<file path="src/rtl/uart_pkg.sv">
// Shared constants and state type for the UART memory-mapped bridge.
package uart_pkg;

    localparam logic [7:0] UART_TXDATA_OFS = 8'h00;
    localparam logic [7:0] UART_RXDATA_OFS = 8'h04;
    localparam logic [7:0] UART_STATUS_OFS = 8'h08;
    localparam logic [7:0] UART_BAUD_OFS   = 8'h0C;
    localparam logic [7:0] UART_IRQEN_OFS  = 8'h10;

    localparam int UART_ST_TXFULL  = 0;
    localparam int UART_ST_RXEMPTY = 1;
    localparam int UART_ST_UPGRADE = 2;
    localparam int UART_ST_IRQ     = 3;

    typedef enum logic [2:0] {
        IDLE,
        TX_PUSH,
        RX_POP,
        RX_CAP,
        RESP
    } uart_br_state_t;

endpackage

</file>
<file path="src/rtl/uart_mmio_bridge.sv">
// Load/store register window in front of the UART manager byte interface.
// Optional interrupt source and IRQ_EN register enabled by UART_IRQ_EN.
module uart_mmio_bridge
    import uart_pkg::*;
#(
    parameter int unsigned ADDR_LEN = 5,
    parameter int unsigned XLEN     = 32,
    parameter logic [7:0]  BAUD_RST = 8'd18
) (
    input  logic                clk,
    input  logic                rstb,
    input  logic                mmio_req,
    input  logic                mmio_we,
    input  logic [ADDR_LEN-1:0] mmio_addr,
    input  logic [XLEN-1:0]     mmio_wdata,
    input  logic [XLEN/8-1:0]   mmio_be,
    output logic                mmio_ready,
    output logic                mmio_rvalid,
    output logic [XLEN-1:0]     mmio_rdata,
    output logic                uart_wr_req,
    output logic [7:0]          uart_wr_data,
    input  logic                uart_wr_ready,
    output logic                uart_rd_req,
    input  logic [7:0]          uart_rd_data,
    input  logic                uart_rd_ready,
    input  logic                uart_txfifo_full,
    input  logic                uart_rxfifo_empty,
    input  logic                during_sw_upgrade,
    output logic [7:0]          baudrate_cfg,
    output logic                irq
);

    uart_br_state_t    state_q, state_d;
    logic [7:0]        wr_data_q, wr_data_d;
    logic              pending_q, pending_d;
    logic [XLEN-1:0]   rdata_q, rdata_d;
    logic [7:0]        baud_q, baud_d;
    logic [ADDR_LEN-1:0] ofs;
    logic              is_tx, is_rx, is_status, is_baud, is_irqen;
    logic              pop;
    logic [XLEN-1:0]   rd_mux;

    assign ofs       = {mmio_addr[ADDR_LEN-1:2], 2'b00};
    assign is_tx     = (ofs == ADDR_LEN'(UART_TXDATA_OFS));
    assign is_rx     = (ofs == ADDR_LEN'(UART_RXDATA_OFS));
    assign is_status = (ofs == ADDR_LEN'(UART_STATUS_OFS));
    assign is_baud   = (ofs == ADDR_LEN'(UART_BAUD_OFS));
    assign is_irqen  = (ofs == ADDR_LEN'(UART_IRQEN_OFS));

`ifdef UART_IRQ_EN
    logic [1:0] irqen_q, irqen_d;
    logic       irq_q;

    always_ff @(posedge clk) begin
        if (!rstb) begin
            irqen_q <= 2'b00;
            irq_q   <= 1'b0;
        end else begin
            irqen_q <= irqen_d;
            irq_q   <= (irqen_q[0] & ~uart_rxfifo_empty)
                     | (irqen_q[1] & ~uart_txfifo_full);
        end
    end

    assign irq = irq_q;
`else
    assign irq = 1'b0;
`endif

    always_comb begin
        rd_mux = '0;
        if (is_status) begin
            rd_mux[UART_ST_TXFULL]  = uart_txfifo_full;
            rd_mux[UART_ST_RXEMPTY] = uart_rxfifo_empty;
            rd_mux[UART_ST_UPGRADE] = during_sw_upgrade;
            rd_mux[UART_ST_IRQ]     = irq;
        end
        if (is_baud) rd_mux[7:0] = baud_q;
`ifdef UART_IRQ_EN
        if (is_irqen) rd_mux[1:0] = irqen_q;
`endif
    end

    assign pop = ~uart_rxfifo_empty & ~during_sw_upgrade & uart_rd_ready;

    always_comb begin
        state_d   = state_q;
        wr_data_d = wr_data_q;
        pending_d = pending_q;
        rdata_d   = rdata_q;
        baud_d    = baud_q;
`ifdef UART_IRQ_EN
        irqen_d   = irqen_q;
`endif
        unique case (state_q)
            IDLE: begin
                if (mmio_req) begin
                    rdata_d   = '0;
                    pending_d = 1'b0;
                    if (mmio_we && is_tx && mmio_be[0] && !during_sw_upgrade) begin
                        wr_data_d = mmio_wdata[7:0];
                        state_d   = TX_PUSH;
                    end else if (!mmio_we && is_rx) begin
                        state_d = RX_POP;
                    end else begin
                        if (!mmio_we) rdata_d = rd_mux;
                        if (mmio_we && is_baud && mmio_be[0]) baud_d = mmio_wdata[7:0];
`ifdef UART_IRQ_EN
                        if (mmio_we && is_irqen && mmio_be[0]) irqen_d = mmio_wdata[1:0];
`endif
                        // RX_CAP holds rdata, so plain register accesses answer at T+2
                        state_d = RX_CAP;
                    end
                end
            end
            TX_PUSH: if (uart_wr_ready) state_d = RESP;
            RX_POP: begin
                pending_d = pop;
                state_d   = RX_CAP;
            end
            RX_CAP: begin
                if (pending_q) rdata_d = XLEN'({1'b1, uart_rd_data});
                state_d = RESP;
            end
            RESP:    state_d = IDLE;
            default: state_d = IDLE;
        endcase
    end

    always_ff @(posedge clk) begin
        if (!rstb) begin
            state_q   <= IDLE;
            wr_data_q <= 8'h00;
            pending_q <= 1'b0;
            rdata_q   <= '0;
            baud_q    <= BAUD_RST;
        end else begin
            state_q   <= state_d;
            wr_data_q <= wr_data_d;
            pending_q <= pending_d;
            rdata_q   <= rdata_d;
            baud_q    <= baud_d;
        end
    end

    assign mmio_ready   = rstb && (state_q == IDLE);
    assign mmio_rvalid  = rstb && (state_q == RESP);
    assign mmio_rdata   = mmio_rvalid ? rdata_q : '0;
    assign uart_wr_req  = rstb && (state_q == TX_PUSH);
    assign uart_wr_data = wr_data_q;
    assign uart_rd_req  = rstb && (state_q == RX_POP) && pop;
    assign baudrate_cfg = baud_q;

endmodule

</file>
<file path="config.mk">
export PLATFORM = sky130hd
export DESIGN_NAME = uart_mmio_bridge
export DESIGN_NICKNAME = d
export VERILOG_FILES = /design/src/rtl/uart_pkg.sv /design/src/rtl/uart_mmio_bridge.sv
export SDC_FILE = /design/constraint.sdc
export NUM_CORES = 1
export LEC_CHECK = 0
export ABC_AREA = 0
export BUFFER_PORTS_ARGS = -buffer_cell sky130_fd_sc_hd__buf_2
export CAP_MARGIN = 10
export CORE_MARGIN = 5
export CORE_UTILIZATION = 37
export CTS_CLUSTER_SIZE = 12
export DETAILED_ROUTE_END_ITERATION = 10
export PLACE_DENSITY = 0.82
export SYNTH_ARGS = -nofsm -noshare
export SYNTH_HDL_FRONTEND = slang
export SYNTH_SLANG_ARGS = --single-unit
</file>
<file path="constraint.sdc">
create_clock -name clk -period 5.37 [get_ports clk]
set_input_delay 1.074 -clock clk [delete_from_list [all_inputs] [get_ports clk]]
set_output_delay 1.074 -clock clk [all_outputs]
set_load 0.05 [all_outputs]
</file>
==> results of run 1 <==
-- cells in the final DEF (no fill, tap or decap) --
cell type	n
buf_2	57
dfxtp_1	29
nand2_1	25
conb_1	24
mux2i_1	19
and2_1	10
nor2_1	7
and3_1	6
a221o_1	5
o21ai_0	5
clkbuf_8	5
nor2b_1	4
nand4_1	4
a22oi_1	3
o221ai_1	3
nand2b_1	2
nor3b_1	2
a21oi_1	2
or4_4	2
inv_1	2
clkinv_2	2
or2_2	1
clkinv_1	1
nand4bb_1	1
nor3_1	1
nand3_1	1
o221a_2	1
and4bb_2	1
nor4b_1	1
and3_2	1
or3b_2	1
and3b_1	1
nor4_4	1
a211oi_1	1
o41ai_1	1
and4_2	1
o211a_1	1
a31o_2	1
clkinvlp_4	1
-- cell families (layout without fill, tap and decap cells) --
kind of cell,count (synthesis),after routing,share of synthesized area
AO/OA/AOI/OAI,23,23,0.1115
buffers and inverters,37,68,0.1463
flip-flops,29,29,0.3591
multiplexers,19,19,0.1176
other,1,24,0.002320
AND/OR/NAND/NOR,73,73,0.2632
-- power by group through the flow --
stage / Combinational (mW) / Clock [mW] / Sequential (mW)
2_1_floorplan: 0.0893 / 0 / 0.227
3_3_place_gp: 0.0909 / 0 / 0.230
3_5_place_dp: 0.0915 / 0 / 0.230
4_1_cts: 0.0917 / 0.182 / 0.225
5_1_grt: 0.0980 / 0.189 / 0.226
6_report: 0.0922 / 0.178 / 0.225
-- area by class of cell --
cell class / instances / share of cell area
Timing Repair Buffer: 57 / 0.1490
Sequential cell: 29 / 0.3033
Multi-Input combinational cell: 139 / 0.4627
Clock buffer: 5 / 0.03595
Inverter: 3 / 0.005882
Tap cell: 52 / 0.03399
Clock inverter: 3 / 0.009150
-- worst max-delay path: stages --
cell	delay, ps
buf_2	430
nand2b_1	180
nor3b_1	630
and2_1	220
buf_2	260
-- sequential cells by signal, indices dropped and copies added (netlist names) --
register and flops:
rdata_q 9, pending_q 1, uart_wr_data 8, baudrate_cfg 8, state_q 3
-- path summary, 6_finish.rpt --
path	from	end	slack, ps	depth (start not counted)
worst min register to register	uart_wr_data[6]	uart_wr_data[6]	460	2
worst min-delay path	uart_wr_data[6]	uart_wr_data[6]	460	2
worst max-delay path	rstb	mmio_rdata[7]	1500	5
worst max register to register	state_q[2]	uart_wr_data[0]	3600	3
-- layer usage --
| layer | GRT usage | vias to the layer above | routed length, microns |
|---|---|---|---|
| met5 | 0 | - | 0 |
| met4 | 0.05245 | 0 | 55 |
| li1 | - | 703 | - |
| met2 | 0.2235 | 52 | 1908 |
| met1 | 0.1403 | 618 | 1675 |
| met3 | 0.05201 | 6 | 295 |
-- metrics by stage --
stage                     std cells  hold WS, ps
after floorplan                 205        447.1
after global placement          280        441.3
after detailed placement        280        452.3
after CTS                       288        463.3
after global routing            288        484.3
final                           288        460.2
==> flow_summary.toml, run 1 <==
[outcome]
outcome = "completed"

[timing]
final.period_utilization = 0.7208
fin_ws_ps = 1499
timing.setup.tns_ps = 0
period_minus_slack_ps = 3871
hold_viol_final = 0
rsz0062_at_grt = "false"
setup_viol = 0
fmax_mhz = 258.3
worst_slew_pin_slew_ps = 724.9
drv_slew = 0
skew_ps = 5.906
slew_headroom = 0.5157

[placed_design]
dp_slack_ps = 1457
port_buffers = 57
hpwl_microns = 3068
routabilityCongestion = 0.8059
placed_area_sq_mm = 0.001828

[critical_path]
worstSetupPathType = "input pin to output pin"
path_max_fanout = 31
crit_path_end_kind = "output pin"
worstPathArrival_ps = 2800
required_ps = 4300
start_kind = "input pin"

[routing]
drt_wl_total_microns = 3935
drt_iter0_markers = 105
wl_per_cell_microns = 13.66
via_per_inst = 4.788
ant_nets = 0
vias = 1379
first_pass_iters = 4
drcViolationCount = 0

[floorplanning]
row_count = 24
die_w_microns = 76.10
io_pins = 111
core_area_sq_mm = 0.004294
die_area_sq_mm = 0.005791
start_util = 0.3765
die_y_microns = 76.10

[layout]
nFillCells = 435
syn_to_final_growth_pct = 18.42
utilization = 0.4458
antenna_cells = 0
layout.nets = 293
register_area_sq_um = 580.6
fin_area_sq_mm = 0.001914
drive_gt1_frac = 0.3178
multiInputGateArea_sq_um = 885.9

[yosys]
synth-edff-count = 0
synth_cell_types = 38
yosysSeqAreaShare = 0.3591
synth_area_leaders = "dfxtp_1 36%, mux2i_1 12%, buf_4 11%"
syn_area_sq_mm = 0.001617
ys_seq_elements = 29
synth_most_common_cell = "dfxtp_1"
synth_common_cells = "29 x dfxtp_1, 25 x nand2_1, 24 x buf_4, 19 x mux2i_1, 10 x and2_1"
yosysTopAreaCell = "dfxtp_1"
netlist.area_leader.share = 0.3591
yosys_warnings = 0
syn_avg_cell_area_sq_um = 8.882
async_flop_share = 0
ys.flop_type = "dfxtp_1"
synth_cells = 182

[global_routing]
grt_pass1_wl_microns = 6099
grt_max_degree = 32
antenna_found_initial = 0
grt_usage = 0.1297
grt_pass1_vias = 1277
grt.overflow.total = 0

[pwr]
p_comb_frac = 0.186
p_int_mw = 0.3283
total_power_mw = 0.4956
pwr-share-clk = 0.360
ir_drop_mv = 0.1185
switching_share = 0.3375
seq_power_share = 0.454
p_sw_mw = 0.1673
powerDensity_mw_per_mm2 = 258.9
p_leak_nw = 0.9466

[clock_tree]
cts_tree = "yes"
worstSkewPairLatency_ps = 280
cts_buffers = 5
hold_buffers = 0
cts_setup_buffers = 0
htreeDepth = 2
clock_sinks = 29
path_clk_slew_ps = 70
post_cts_resize_count = 0
clock_path_buffers = 2
cts_root_buffer = "clkbuf_8"

[hold_path]
hold_class = "flip-flop to flip-flop"

[job]
maxCapViolations = 0
Note: power is estimated with default switching activity, not from simulation.
==> run 2, diff against run 1 <==
==> constraint.sdc (replaced) <==
create_clock -name clk -period 4 [get_ports clk]
set_input_delay 0.8 -clock clk [delete_from_list [all_inputs] [get_ports clk]]
set_output_delay 0.8 -clock clk [all_outputs]
set_load 0.05 [all_outputs]
==> run 2 against run 1 <==
Net effect:
- core utilization increased by 0.087 points
- critical endpoint is now uart_rd_req
- non-clock buffer count increased by 1
- clock skew about the same
- combinational power increased by 36%
- largest cell class unchanged
- clock power increased by 28%
==> flow_summary.toml, run 2 (synthesized netlist as in run 1, its figures left out) <==
[timing]
hold_viol_final = 0
fin_ws_ps = 819.2
slew_headroom = 0.6129
worst_slew_pin_slew_ps = 576.3
period_minus_slack_ps = 3181
final.period_utilization = 0.7952
drv_slew = 0
skew_ps = 5.843
rsz0062_at_grt = "false"
fmax_mhz = 314.4
setup_viol = 0
timing.setup.tns_ps = 0

[critical_path]
worstSetupPathType = "input pin to output pin"
required_ps = 3200
start_kind = "input pin"
max_stage_delay_ps = 430
path_delay_family = "buffers and inverters"
crit_chain = "buf_2 > clkinv_1 > nor3_1 > buf_2"
reg2regPathDepth = 3
cpMostUsedCell = "buf_2"
crit_path_end_kind = "output pin"
r2r_end = "uart_wr_data[1]"
crit_start = "rstb"
path_depth = 4
r2r_slack_ps = 2210
worstPathArrival_ps = 2380
timing.critical_path.buf_inv = 3
cp-endpoint = "uart_rd_req"
reg2reg_from = "state_q[2]"
cp_slowest_cell = "clkinv_1"
path_max_fanout = 31

[placed_design]
dp_slack_ps = 825.1
routabilityCongestion = 0.8080
hpwl_microns = 3111
port_buffers = 57

[clock_tree]
clock_path_buffers = 2
cts_buffers = 5
clock_sinks = 29
path_clk_slew_ps = 60
hold_buffers = 0
htreeDepth = 2
worstSkewPairLatency_ps = 270
cts_tree = "yes"
post_cts_resize_count = 0
cts_setup_buffers = 0
cts_root_buffer = "clkbuf_8"

[layout]
drive_gt1_frac = 0.3165
syn_to_final_growth_pct = 18.65
regMostFlops = "rdata_q"
nFillCells = 441
layout.nets = 294
antenna_cells = 0
largest_reg_flops = 9
layout_commonest_cell = "buf_2"
final_cell_mix = "57 x buf_2, 29 x dfxtp_1, 25 x nand2_1, 24 x conb_1, 19 x mux2i_1"

[routing]
wl_per_cell_microns = 13.89
vias = 1398
via_per_inst = 4.837
first_pass_iters = 4
drt_wl_total_microns = 4014
ant_nets = 0
drcViolationCount = 0
drt_iter0_markers = 76

[pwr]
ir_drop_mv = 0.1677
p_leak_nw = 0.9530
powerDensity_mw_per_mm2 = 341.2

[global_routing]
grt.overflow.total = 0
grt_pass1_vias = 1279
grt_max_degree = 32
grt_usage = 0.1243
grt_pass1_wl_microns = 5954
antenna_found_initial = 0

[floorplanning]
core_area_sq_mm = 0.004294
row_count = 24
start_util = 0.3765
io_pins = 111
die_y_microns = 76.10
die_w_microns = 76.10
die_area_sq_mm = 0.005791

[hold_path]
min_from = "uart_wr_data[6]"
hold_class = "flip-flop to flip-flop"

[job]
maxCapViolations = 0

[outcome]
outcome = "completed"
-- run 2: power by group --
part | internal, mW | switching, mW
combinational | 0.0282 | 0.0970
clock | 0.120 | 0.107
sequential | 0.293 | 0.00913
-- run 2: worst min path at each step --
stage	depth (start not counted)	slack, ps	endpoint
global placement	2	440	uart_wr_data[4]
finish	2	460	uart_wr_data[6]
global route	2	480	uart_wr_data[6]
CTS	2	460	uart_wr_data[7]
floorplan	1	450	rdata_q[3]
detailed placement	2	450	uart_wr_data[7]
-- run 2: metal layers --
metal | vias up | part of all wire | track usage
met5 | - | 0 | 0
met4 | 0 | 0.026 | 0.06818
met3 | 10 | 0.082 | 0.04019
met2 | 61 | 0.48 | 0.2115
met1 | 623 | 0.41 | 0.1353
li1 | 704 | - | -
-- run 2: final cells by class --
cell class	count	area [sq um]	share of cell area
Clock buffer	6	72.57	0.03783
Timing Repair Buffer	58	292.8	0.1526
Multi-Input combinational cell	139	885.9	0.4618
Clock inverter	2	10.01	0.005219
Tap cell	52	65.06	0.03392
Inverter	3	11.26	0.005871
Sequential cell	29	580.6	0.3027
-- run 2: tightest hold or removal path, stage by stage, from the launching register on --
cell and delay (ps):
dfxtp_1 310, nand2_1 50, mux2i_1 50
-- run 2: metrics by stage --
step           utilization  power, mW  area, sq um  hold slack [ps]  instances
5_1_grt             0.4467     0.6793         1918            483.3        289
3_3_place_gp        0.4274     0.4310         1836            441.3        281
6_report            0.4467     0.6544         1918            458.5        289
4_1_cts             0.4467     0.6602         1918            459.2        289
2_1_floorplan            -     0.4244         1703            447.1        205
3_5_place_dp        0.4274     0.4323         1836            450.0        281
==> run 3, diff against run 2 <==
--- a/config.mk
+++ b/config.mk
@@ -5,7 +5,7 @@
 export SDC_FILE = /design/constraint.sdc
 export NUM_CORES = 1
 export LEC_CHECK = 0
-export ABC_AREA = 0
+export ABC_AREA = 1
 export BUFFER_PORTS_ARGS = -buffer_cell sky130_fd_sc_hd__buf_2
 export CAP_MARGIN = 10
 export CORE_MARGIN = 5
==> constraint.sdc (replaced) <==
create_clock -name clk -period 3.1 [get_ports clk]
set_input_delay 0.62 -clock clk [delete_from_list [all_inputs] [get_ports clk]]
set_output_delay 0.62 -clock clk [all_outputs]
set_load 0.05 [all_outputs]
==> run 3 against run 2 <==
Net effect:
- count of clock-buffer cells in the layout is 1 higher
- critical path depth increased by 1
- cell count is 21% higher
- global-route usage up 2.2 points
- critical endpoint unchanged
- largest cell class unchanged
- largest power group unchanged
- highest routed layer unchanged
==> flow_summary.toml, run 3 <==
[yosys]
syn_area_sq_mm = 0.001583
yosys_warnings = 0
yosysSeqAreaShare = 0.3668
synth_common_cells = "69 x nor2_1, 29 x dfxtp_1, 27 x nand2_1, 25 x buf_4, 21 x inv_1"
netlist.area_leader.share = 0.3668
ys_seq_elements = 29
yosysTopAreaCell = "dfxtp_1"
synth-edff-count = 0
async_flop_share = 0
synth_cell_types = 24
synth_cells = 238
syn_avg_cell_area_sq_um = 6.650
synth_area_leaders = "dfxtp_1 37%, nor2_1 16%, buf_4 12%"
ys.flop_type = "dfxtp_1"
synth_most_common_cell = "nor2_1"

[routing]
met1Wirelength_microns = 1667
vias = 1560
drt_iter0_markers = 32
first_pass_iters = 4
drcViolationCount = 0
drt_wl_total_microns = 3968
route.met2.wl_microns = 1721
via_per_inst = 4.457
met3WireLength_microns = 517
highest-signal-layer = "met4"
ant_nets = 0
wl_per_cell_microns = 11.34

[critical_path]
reg2reg_from = "state_q[1]"
max_stage_delay_ps = 490
worstSetupPathType = "flip-flop to output pin"
start_kind = "flip-flop"
r2r_slack_ps = 1540
crit_start = "state_q[1]"
required_ps = 2480
path_depth = 5
cp_slowest_cell = "dfxtp_1"
crit_chain = "inv_2 > nor3_1 > inv_1 > nor2_1 > buf_2"
timing.critical_path.buf_inv = 3
reg2regPathDepth = 6
path_delay_family = "flip-flops"
r2r_end = "rdata_q[3]"
cp-endpoint = "uart_rd_req"
crit_path_end_kind = "output pin"
path_max_fanout = 7
worstPathArrival_ps = 1650

[clock_tree]
post_cts_resize_count = 0
cts_setup_buffers = 0
cts_root_buffer = "clkbuf_8"
clock_sinks = 29
cts_buffers = 5
path_clk_slew_ps = 60
hold_buffers = 0
worstSkewPairLatency_ps = 280
htreeDepth = 2
clock_path_buffers = 2
cts_tree = "yes"

[layout]
regMostFlops = "rdata_q"
layout.nets = 357
drive_gt1_frac = 0.2600
instances_no_fill = 350
final_cell_mix = "69 x nor2_1, 57 x buf_2, 29 x dfxtp_1, 27 x nand2_1, 24 x conb_1"
utilization = 0.4752
syn_to_final_growth_pct = 22.69
largest_reg_flops = 9
antenna_cells = 0
register_area_sq_um = 580.6
fin_area_sq_mm = 0.001942
multiInputGateArea_sq_um = 794.5
nFillCells = 420
layout_commonest_cell = "nor2_1"

[floorplanning]
row_count = 23
die_area_sq_mm = 0.005686
die_y_microns = 75.41
start_util = 0.3873
die_w_microns = 75.41
io_pins = 111
core_area_sq_mm = 0.004086

[hold_path]
hold_class = "flip-flop to flip-flop"
hold_path_depth = 2

[timing]
skew_ps = 1.924
final.period_utilization = 0.7322
fin_ws_ps = 830.1
setup_viol = 0
fmax_mhz = 440.6
whs_ps = 504.6
hold_viol_final = 0
rsz0062_at_grt = "false"
period_minus_slack_ps = 2270
drv_slew = 0
timing.setup.tns_ps = 0

[placed_design]
placed_area_sq_mm = 0.001841
hpwl_microns = 3160
placedCellCount = 342
port_buffers = 57
dp_slack_ps = 907.2
routabilityCongestion = 0.8751

[global_routing]
grt_usage = 0.1464
grt_pass1_wl_microns = 6244
grt.overflow.total = 0
grt_max_degree = 19
antenna_found_initial = 0
grt_pass1_vias = 1438

[pwr]
ir_drop_mv = 0.2306
p_leak_nw = 0.9656
total_power_mw = 0.9365
powerDensity_mw_per_mm2 = 482.3

[job]
maxCapViolations = 0

[outcome]
outcome = "completed"
## run 3: cells by family (layout without fill, tap and decap cells)
family / Yosys count / after routing / synth area share
AND/OR/NAND/NOR: 126 / 126 / 0.3534
buffers and inverters: 55 / 94 / 0.1913
flip-flops: 29 / 29 / 0.3668
AO/OA/AOI/OAI: 27 / 27 / 0.08617
other: 1 / 24 / 0.002369
## run 3: area by class of cell
cell class | count | share of cell area
inverters | 27 | 0.05283
flip-flops and latches | 29 | 0.2990
clock buffers | 7 | 0.04961
multi-input cells | 177 | 0.4091
repair buffers | 59 | 0.1546
clock inverters | 1 | 0.002577
well taps | 50 | 0.03222
## run 3: worst min path at each step
stage | startpoint | endpoint | slack [ps]
finish | rdata_q[8] | rdata_q[8] | 500
global placement | rdata_q[8] | rdata_q[8] | 470
global route | baudrate_cfg[7] | baudrate_cfg[7] | 530
floorplan | rdata_q[8] | rdata_q[8] | 460
CTS | baudrate_cfg[6] | baudrate_cfg[6] | 510
detailed placement | uart_wr_data[1] | uart_wr_data[1] | 490
## run 3: power breakdown
part	switching, mW	internal [mW]	total, mW	leakage (nW)
clock	0.146	0.200	0.346	0.0542
sequential	0.0134	0.381	0.395	0.234
combinational	0.155	0.0404	0.195	0.677
## run 3: tightest hold or removal path, stage by stage (launching register included)
cell,delay (ps)
dfxtp_1,330
a21oi_1,70
nor2_1,80
## run 3: per-layer routing
layer / up-vias / GRT usage
met3: 5 / 0.06860
met4: 0 / 0.06408
met1: 656 / 0.1706
li1: 826 / -
met5: - / 0
met2: 73 / 0.2301
